`config.mk`:
```
export PLATFORM = sky130hd
export DESIGN_NAME = elevator_scan_ctrl
export DESIGN_NICKNAME = d
export VERILOG_FILES = /design/src/rtl/elevator_pkg.sv /design/src/rtl/elevator_req_scan.sv /design/src/rtl/elevator_scan_ctrl.sv
export SDC_FILE = /design/constraint.sdc
export NUM_CORES = 1
export LEC_CHECK = 0
export BUFFER_PORTS_ARGS = -buffer_cell sky130_fd_sc_hd__buf_2
export CORE_MARGIN = 4
export CORE_UTILIZATION = 60
export CTS_BUF_LIST = sky130_fd_sc_hd__clkbuf_4 sky130_fd_sc_hd__clkbuf_8 sky130_fd_sc_hd__clkbuf_16
export DETAILED_ROUTE_END_ITERATION = 7
export PLACE_DENSITY = 0.81
export SYNTH_ARGS = -nofsm -noshare
export SYNTH_HDL_FRONTEND = slang
export SYNTH_HIERARCHICAL = 1
export SYNTH_SLANG_ARGS = --single-unit
```
`constraint.sdc`:
```
create_clock -name clk -period 6.8 [get_ports clk]
set_input_delay 1.36 -clock clk [delete_from_list [all_inputs] [get_ports clk]]
set_output_delay 1.36 -clock clk [all_outputs]
set_load 0.005 [all_outputs]
```
`src/rtl/elevator_pkg.sv`:
```
// rtl/elevator_pkg.sv - shared state encoding and floor mask helpers for the SCAN elevator
package elevator_pkg;

    localparam int STATE_W    = 3;
    localparam int MAX_FLOORS = 64;

    typedef enum logic [STATE_W-1:0] {
        ST_IDLE,
        ST_MOVE_UP,
        ST_MOVE_DOWN,
        ST_DOOR_OPEN,
        ST_EMERGENCY
    } state_t;

    // Floors strictly above `floor`; the shift overflows to zero for the top floor.
    function automatic logic [MAX_FLOORS-1:0] above_mask(input int unsigned floor);
        return ~((64'd2 << floor) - 64'd1);
    endfunction

    function automatic logic [MAX_FLOORS-1:0] below_mask(input int unsigned floor);
        return (64'd1 << floor) - 64'd1;
    endfunction

endpackage

```
`src/rtl/elevator_req_scan.sv`:
```
// rtl/elevator_req_scan.sv - classifies pending requests as here / above / below a floor
module elevator_req_scan
    import elevator_pkg::*;
#(
    parameter int NUM_FLOORS = 8,
    parameter int FLOOR_W    = $clog2(NUM_FLOORS)
) (
    input  logic [NUM_FLOORS-1:0] pending_req,
    input  logic [FLOOR_W-1:0]    current_floor,
    output logic                  req_here,
    output logic                  req_above,
    output logic                  req_below
);

    logic [MAX_FLOORS-1:0] above_m;
    logic [MAX_FLOORS-1:0] below_m;
    logic [NUM_FLOORS-1:0] here_m;

    always_comb begin
        above_m   = above_mask(32'(current_floor));
        below_m   = below_mask(32'(current_floor));
        here_m    = {{(NUM_FLOORS-1){1'b0}}, 1'b1} << current_floor;
        req_here  = |(pending_req & here_m);
        req_above = |(pending_req & above_m[NUM_FLOORS-1:0]);
        req_below = |(pending_req & below_m[NUM_FLOORS-1:0]);
    end

endmodule

```
`src/rtl/elevator_scan_ctrl.sv`:
```
// rtl/elevator_scan_ctrl.sv - N-floor SCAN elevator controller with travel/door timing and emergency hold
module elevator_scan_ctrl
    import elevator_pkg::*;
#(
    parameter int NUM_FLOORS    = 8,
    parameter int FLOOR_W       = $clog2(NUM_FLOORS),
    parameter int TRAVEL_CYCLES = 4,
    parameter int DOOR_CYCLES   = 6
) (
    input  logic                  clk,
    input  logic                  reset,
    input  logic [NUM_FLOORS-1:0] floor_req,
    input  logic                  emergency_stop,
    output logic                  move_up,
    output logic                  move_down,
    output logic                  motor_stop,
    output logic                  door_open,
    output logic [FLOOR_W-1:0]    current_floor,
    output logic [NUM_FLOORS-1:0] pending_req
);

    localparam int TRAVEL_W = $clog2(TRAVEL_CYCLES + 1);
    localparam int DOOR_W   = $clog2(DOOR_CYCLES + 1);
    localparam logic [TRAVEL_W-1:0]   TRAVEL_LAST = TRAVEL_W'(TRAVEL_CYCLES - 1);
    localparam logic [DOOR_W-1:0]     DOOR_LAST   = DOOR_W'(DOOR_CYCLES - 1);
    localparam logic [NUM_FLOORS-1:0] FLOOR_ONE   = {{(NUM_FLOORS-1){1'b0}}, 1'b1};

    state_t                state_q, state_d;
    logic [FLOOR_W-1:0]    floor_q, floor_d;
    logic                  dir_up_q, dir_up_d;
    logic [TRAVEL_W-1:0]   travel_q, travel_d;
    logic [DOOR_W-1:0]     door_q, door_d;
    logic [NUM_FLOORS-1:0] pending_q, pending_d;
    logic [NUM_FLOORS-1:0] served_mask;
    logic [FLOOR_W-1:0]    next_floor;
    logic                  req_here, req_above, req_below;
    logic                  nf_here, nf_above, nf_below;

    elevator_req_scan #(.NUM_FLOORS(NUM_FLOORS), .FLOOR_W(FLOOR_W)) u_scan_cur (
        .pending_req   (pending_q),
        .current_floor (floor_q),
        .req_here      (req_here),
        .req_above     (req_above),
        .req_below     (req_below)
    );

    // Second view of the same requests from the floor the car is about to reach.
    elevator_req_scan #(.NUM_FLOORS(NUM_FLOORS), .FLOOR_W(FLOOR_W)) u_scan_next (
        .pending_req   (pending_q),
        .current_floor (next_floor),
        .req_here      (nf_here),
        .req_above     (nf_above),
        .req_below     (nf_below)
    );

    always_comb begin
        next_floor = (state_q == ST_MOVE_DOWN) ? floor_q - FLOOR_W'(1) : floor_q + FLOOR_W'(1);
    end

    always_comb begin
        state_d     = state_q;
        floor_d     = floor_q;
        dir_up_d    = dir_up_q;
        travel_d    = travel_q;
        door_d      = door_q;
        served_mask = '0;

        if (emergency_stop) begin
            state_d  = ST_EMERGENCY;
            travel_d = '0;
            door_d   = '0;
        end else begin
            case (state_q)
                ST_IDLE: begin
                    if (req_here) begin
                        state_d     = ST_DOOR_OPEN;
                        served_mask = FLOOR_ONE << floor_q;
                    end else if (dir_up_q && req_above) begin
                        state_d = ST_MOVE_UP;
                    end else if (!dir_up_q && req_below) begin
                        state_d = ST_MOVE_DOWN;
                    end else if (req_above) begin
                        state_d  = ST_MOVE_UP;
                        dir_up_d = 1'b1;
                    end else if (req_below) begin
                        state_d  = ST_MOVE_DOWN;
                        dir_up_d = 1'b0;
                    end
                end
                ST_MOVE_UP, ST_MOVE_DOWN: begin
                    if (travel_q == TRAVEL_LAST) begin
                        travel_d = '0;
                        floor_d  = next_floor;
                        if (nf_here) begin
                            state_d     = ST_DOOR_OPEN;
                            served_mask = FLOOR_ONE << next_floor;
                        end else if ((state_q == ST_MOVE_UP) ? !nf_above : !nf_below) begin
                            state_d = ST_IDLE;
                        end
                    end else begin
                        travel_d = travel_q + TRAVEL_W'(1);
                    end
                end
                ST_DOOR_OPEN: begin
                    // Calls for this floor are absorbed while the door is already open.
                    served_mask = FLOOR_ONE << floor_q;
                    if (door_q == DOOR_LAST) begin
                        door_d  = '0;
                        state_d = ST_IDLE;
                    end else begin
                        door_d = door_q + DOOR_W'(1);
                    end
                end
                ST_EMERGENCY: state_d = ST_IDLE;
                default:      state_d = ST_IDLE;
            endcase
        end

        pending_d = (pending_q | floor_req) & ~served_mask;
    end

    always_ff @(posedge clk) begin
        if (reset) begin
            state_q   <= ST_IDLE;
            floor_q   <= '0;
            dir_up_q  <= 1'b1;
            travel_q  <= '0;
            door_q    <= '0;
            pending_q <= '0;
        end else begin
            state_q   <= state_d;
            floor_q   <= floor_d;
            dir_up_q  <= dir_up_d;
            travel_q  <= travel_d;
            door_q    <= door_d;
            pending_q <= pending_d;
        end
    end

    always_comb begin
        move_up       = (state_q == ST_MOVE_UP);
        move_down     = (state_q == ST_MOVE_DOWN);
        door_open     = (state_q == ST_DOOR_OPEN);
        motor_stop    = !(move_up || move_down);
        current_floor = floor_q;
        pending_req   = pending_q;
    end

endmodule
```
; Word-level counts from Yosys, hierarchy flattened
; Cells that the tools add are included.
[word_totals]
in_bits = 11
memories = 0
mem_bits_rw = 0
out_inout_bits = 15
regBits = 21
word_cells = 92
latchBits = 0
mem_bits_ro = 0
[classes]
n_mux = 22
reduce_logical = 21
n_bitwise = 15
shifts = 6
n_eq_ne = 13
div_mod_pow = 0
n_mul = 0
order_cmp = 0
add_sub_neg = 8
[ops]
columns = operator, count
row1 = bitwise AND 8 bit, 7
row2 = OR reduction 8 bit, 6
row3 = 2-to-1 mux 3 bit, 13
row4 = 2-to-1 mux 8 bit, 4
row5 = "<< shifter 1 x 3 -> 8 bit, first input constant", 4
row6 = "subtractor 8 x 1 -> 8 bit, second input constant", 4
row7 = NOT 8 bit, 3
row8 = case mux 8 bit (3 select lines), 1
row9 = "<< shifter 2 x 3 -> 8 bit, first input constant", 2
row10 = "adder 3 x 1 -> 3 bit, second input constant", 3
row11 = "== test 3 x 2 -> 1 bit, second input constant", 3
row12 = case mux 3 bit (3 select lines), 1
row13 = OR 8 bit, 1
row14 = AND reduction 4 bit, 2
row15 = "!= test 7 bit, second input constant", 1
row16 = "!= test 3 bit, second input constant", 2
row17 = "!= test 6 bit, second input constant", 1
row18 = AND reduction 6 bit, 1
row19 = zero test 1 bit, 4
row20 = "!= test 4 bit, second input constant", 1
row21 = NOT 1 bit, 4
row22 = OR reduction 2 bit, 2
row23 = "== test 3 x 1 -> 1 bit, second input constant", 1
row24 = "== test 3 bit, second input constant", 1
row25 = 10 further kinds, 13

; Longest topological paths before layout
[logic_depth]
word_depth = 14
depth_mapped = 14
mapped_depth_nobuf = 13

; Hierarchy
; The synthesis kept the hierarchy.
[by_module_without_submodules]
columns = mod, area_per_inst_um2, instances, cells_each, seq_area_each_um2
row1 = elevator_scan_ctrl, 1204.9, 1, 137, 420.4
row2 = elevator_req_scan, 195.2, 2, 25, 0.0

; Worst setup path before layout
; No wires, ideal clock.
[synth_timing]
path_type = register to register
from = reg state_q[1]
to = reg state_q[0]
arrival_ns = 3.483
period_less_slack_ns = 3.578
setup_ns = 0.096
setup_slack_ns = 3.222
n_path_buf = 1
stages_incl_launch_ff = 15
path_cell_list = dfxtp_1 buf_2 nor3b_2 inv_1 fa_1 xor2_1 xnor2_1 inv_1 a21oi_1 o21a_1 o221ai_2 nand3b_1 a211oi_1 or4_4 o41ai_2
[synth_between]
elab_chain_cells = 11
elab_cells_between_ends = 29
cone_classes = 2 x add/sub / 7 x eq/ne / 3 x shift / 5 x mux / 4 x bitwise / 8 x reduce/logical
[synth_lines]
columns = item, line
row1 = "start, declared", elevator_scan_ctrl.sv:28  ; state_t state_q, state_d;
row2 = "start signal, assigned", elevator_scan_ctrl.sv:131  ; state_q <= state_d;
row3 = == test 3 x 2 -> 1 bit, --
row4 = named net move_down, elevator_scan_ctrl.sv:15  ; output logic move_down,
row5 = 2-to-1 mux 3 bit, elevator_scan_ctrl.sv:57  ; next_floor = (state_q == ST_MOVE_DOWN) ? floor_q - FLOOR_W'(1) : floor_q + FLOOR_W'(1);
row6 = named net next_floor[2], elevator_scan_ctrl.sv:35  ; logic [FLOOR_W-1:0] next_floor;
row7 = << shifter 2 x 3 -> 8 bit, elevator_pkg.sv:17  ; return ~((64'd2 << floor) - 64'd1);
row8 = subtractor 8 x 1 -> 8 bit, elevator_pkg.sv:17
row9 = NOT 8 bit, elevator_pkg.sv:17
row10 = bitwise AND 8 bit, elevator_req_scan.sv:24  ; req_above = |(pending_req & above_m[NUM_FLOORS-1:0]);
row11 = OR reduction 8 bit, elevator_req_scan.sv:24
row12 = named net nf_above, elevator_scan_ctrl.sv:37  ; logic nf_here, nf_above, nf_below;
row13 = zero test 1 bit, elevator_scan_ctrl.sv:97  ; end else if ((state_q == ST_MOVE_UP) ? !nf_above : !nf_below) begin
row14 = 2-to-1 mux 1 bit, elevator_scan_ctrl.sv:97
row15 = != test 3 bit (no source line), --
row16 = AND reduction 4 bit (no source line), --
; The timed path passes the listed nets, and every way through them passes these cells. The select of a mux whose other input is x is not followed.
; A chain may end at the register's enable or synchronous reset.

; Final worst setup path
[layout_timing]
from = reg floor_q[0] (netlist: current_floor[0])
to = reg state_q[0]
[layout_between]
elab_chain_cells = 11
elab_cells_between_ends = 42
cone_classes = 6 x add/sub / 2 x eq/ne / 6 x shift / 9 x mux / 8 x bitwise / 11 x reduce/logical
[layout_lines]
columns = item, line
row1 = "start, declared", elevator_scan_ctrl.sv:29  ; logic [FLOOR_W-1:0] floor_q, floor_d;
row2 = "start signal, assigned", elevator_scan_ctrl.sv:132  ; floor_q <= floor_d;
row3 = adder 3 x 1 -> 3 bit / subtractor 3 x 1 -> 3 bit (equally long branches), elevator_scan_ctrl.sv:57
row4 = 2-to-1 mux 3 bit *, elevator_scan_ctrl.sv:57
row5 = named net next_floor[0], elevator_scan_ctrl.sv:35
row6 = << shifter 2 x 3 -> 8 bit *, elevator_pkg.sv:17
row7 = subtractor 8 x 1 -> 8 bit *, elevator_pkg.sv:17
row8 = NOT 8 bit *, elevator_pkg.sv:17
row9 = bitwise AND 8 bit *, elevator_req_scan.sv:24
row10 = OR reduction 8 bit *, elevator_req_scan.sv:24
row11 = named net nf_above, elevator_scan_ctrl.sv:37
row12 = zero test 1 bit *, elevator_scan_ctrl.sv:97
row13 = 2-to-1 mux 1 bit *, elevator_scan_ctrl.sv:97
row14 = != test 3 bit (no source line) *, --
row15 = AND reduction 4 bit (no source line) *, --
; The timed path passes the listed nets; every way through them passes the cells marked *. The select of a mux whose other input is x is not followed.

==> flow_metrics.tcl <==
set metrics [dict create \
    grt_use_total 0.2370 \
    cp-end-kind "flop" \
    peakVddDrop_mv 0.1238 \
    grt_pass1_wl_um 6403 \
    antenna_found_initial 0 \
    wl_per_cell_um 16.12 \
    total_power_w 0.0002627 \
    ff_latch_area_um2 420.4 \
    ios 26 \
    ys_warn_count 6 \
    whs_endpoint "travel_q[2]" \
    slew-limit-headroom 0.4467 \
    first_iter_violations 97 \
    rsz0062_at_grt "false" \
    synth_edf_count 0 \
    multi_input_area_um2 1080 \
    fillCellCount 201 \
    postCtsSetupBuffers 0 \
    clock_skew_ps 5.083 \
    outcome "finished, final reports clean" \
    grt_util_met2 0.3541 \
    required_ps 7010 \
    start_util 0.6381 \
    clockBufferDepth 2 \
    busiest_layer "met2" \
    synthArstFlopShare 0 \
    finalInstanceArea_um2 1730 \
    hold_depth 2 \
    num_rows 18 \
    finalNetCount 225 \
    hpwl_um 2802 \
    hold_buffers 0 \
    hold_viol_final 0 \
    layout_min_cycle_time_ps 4082 \
    cts_tree "done" \
    fmax_ghz 0.2450 \
    ys_ff_latch 21 \
    r2r_end "state_q[0]" \
    r2r_setup_slack_ps 2720 \
    met1_usage 0.3258 \
    clockRootBuffer "clkbuf_4" \
    yosysSeqAreaShare 0.2635 \
    coreArea_um2 2500 \
    drv_cap 0 \
    synth_flop_cell "dfxtp_1" \
    clkTransAtPathRegs_ps 110 \
    place_area_um2 1700 \
    syn2layout_area_growth_pct 8.471 \
    grt_pass1_vias 1430 \
    drc_errors 0 \
    die_w_um 59.57 \
    cts_max_level 1 \
    synth_cells 187 \
    timing.setup.tns_ps 0 \
    clk_latency_ps 300 \
    hold_start "travel_q[2]" \
    cts_resized 0 \
    dieArea_um2 3548 \
    antenna_cells 0 \
    dr.pass1.iters 4 \
    synthesis.area_um2 1595 \
    reg2regPathDepth 12 \
    wl_um 3804 \
    cp.arrival_ps 4290 \
    tightest_slew_ps 822.3 \
    r2r-start "current_floor[0]" \
    grt_use_met3 0.02614 \
    cts.sinks 21 \
    slew_violations 0 \
    yosysUniqueCellTypes 45 \
    critical_path_class "reg -> reg" \
    viasPerCell 6.369 \
    syn_area_per_cell_um2 8.531 \
    drive_above_1_share 0.2233 \
    min_period_over_period 0.6003 \
    p_per_area_nw_per_um2 151.8 \
    port_buffers 25 \
    gr-total-overflow 0 \
    final_cells 236 \
    place_inst 232 \
    cp-start-kind "flop" \
    final_antenna_net_count 0 \
    gp_congestion 0.8701 \
    vias 1503 \
    syn_nets 205 \
    crit_path_max_fanout 15 \
    numCtsBuffers 3 \
    grt_max_degree 16 \
    leakage_nw 0.6666 \
    die_h_um 59.57 \
    hold_path.class "reg -> reg" \
    setup_viol 0 \
]
cell families after synthesis:
group,after synthesis,synth area share
AO/OA/AOI/OAI,56,0.2698
XOR/XNOR,5,0.02745
flip-flops,21,0.2635
buffers and inverters,20,0.05961
AND/OR/NAND/NOR,71,0.2447
multiplexers,7,0.07530
adder cells (fa/ha/maj),7,0.05961
cell usage in the layout (no fill, tap or decap), types with 3 or more instances in the layout:
cell | Yosys | layout
nand2_1 | 18 | 18
nor3_1 | 3 | 3
o21a_1 | 3 | 3
a211oi_1 | 4 | 4
a21oi_1 | 13 | 13
nor2_1 | 18 | 18
buf_2 | 4 | 25
ha_1 | 6 | 6
a21o_1 | 3 | 3
nand3b_1 | 3 | 3
xnor2_1 | 4 | 4
mux2i_1 | 3 | 3
clkbuf_4 | 0 | 4
o21bai_1 | 9 | 9
and2_1 | 8 | 8
a221oi_1 | 8 | 8
mux4_2 | 4 | 4
or4_4 | 3 | 3
a31oi_1 | 3 | 3
dfxtp_1 | 21 | 21
inv_1 | 10 | 10
worst max path at each step:
stage                           startpoint    endpoint  slack, ps  cells after the start
after global placement    current_floor[0]  state_q[0]       3030                     12
after global routing      current_floor[0]  state_q[0]       2360                     12
after detailed placement  current_floor[0]  state_q[0]       2780                     12
final                     current_floor[0]  state_q[0]       2720                     12
after CTS                 current_floor[0]  state_q[0]       2770                     12
after floorplan                 state_q[1]  state_q[0]       3220                     14
power by group:
group | switching [W] | internal, W | total (W)
registers | 0.0000147 | 0.000128 | 0.000143
clock network | 0.0000369 | 0.0000269 | 0.0000638
logic | 0.0000278 | 0.0000283 | 0.0000561
total | 0.0000794 | 0.000183 | 0.000263
worst max-delay path, cell delays in order (launching register included):
cell and delay, ps:
dfxtp_1 700, inv_1 360, fa_1 480, xor2_1 160, xnor2_1 610, inv_1 160
a21oi_1 180, o21a_1 150, o221ai_2 90, nand3b_1 120, a211oi_1 90, or4_4 560
o41ai_2 320
flip-flops by register name, indices dropped and copies added (netlist names):
register	flops
pending_req	8
current_floor	3
door_q	3
state_q	3
travel_q	3
dir_up_q	1
area by class of cell:
cell class	count	area share
well taps	30	0.02169
clock buffers	4	0.01735
repair buffers	25	0.07231
flip-flops and latches	21	0.2429
multi-input cells	146	0.6240
inverters	10	0.02169
through the flow:
stage,util,hold slack (ps),worst slack [ps]
after floorplan,-,406.9,3222
after global placement,0.6802,417.5,3027
after detailed placement,0.6802,423.8,2780
after CTS,0.6922,444.6,2773
after global routing,0.6922,483.1,2360
final,0.6922,442.3,2718
cells in the mapped netlist, types with 4 or more instances:
| master | instances | area (µm²) |
|---|---|---|
| dfxtp_1 | 21 | 420.4 |
| nand2_1 | 18 | 67.56 |
| nor2_1 | 18 | 67.56 |
| a21oi_1 | 13 | 65.06 |
| inv_1 | 10 | 37.54 |
| o21bai_1 | 9 | 67.56 |
| a221oi_1 | 8 | 70.07 |
| and2_1 | 8 | 50.05 |
| ha_1 | 6 | 75.07 |
| a211oi_1 | 4 | 30.03 |
| buf_2 | 4 | 20.02 |
| clkbuf_1 | 4 | 15.01 |
| mux4_2 | 4 | 90.09 |
| xnor2_1 | 4 | 35.03 |
layer usage:
layer	part of all wire	vias to the layer above	wire [µm]
li1	-	730	-
met1	0.45	712	1705
met2	0.47	53	1806
met3	0.056	8	214
met4	0.021	0	78
met5	0	-	0
(Power assumes the default switching activity.)
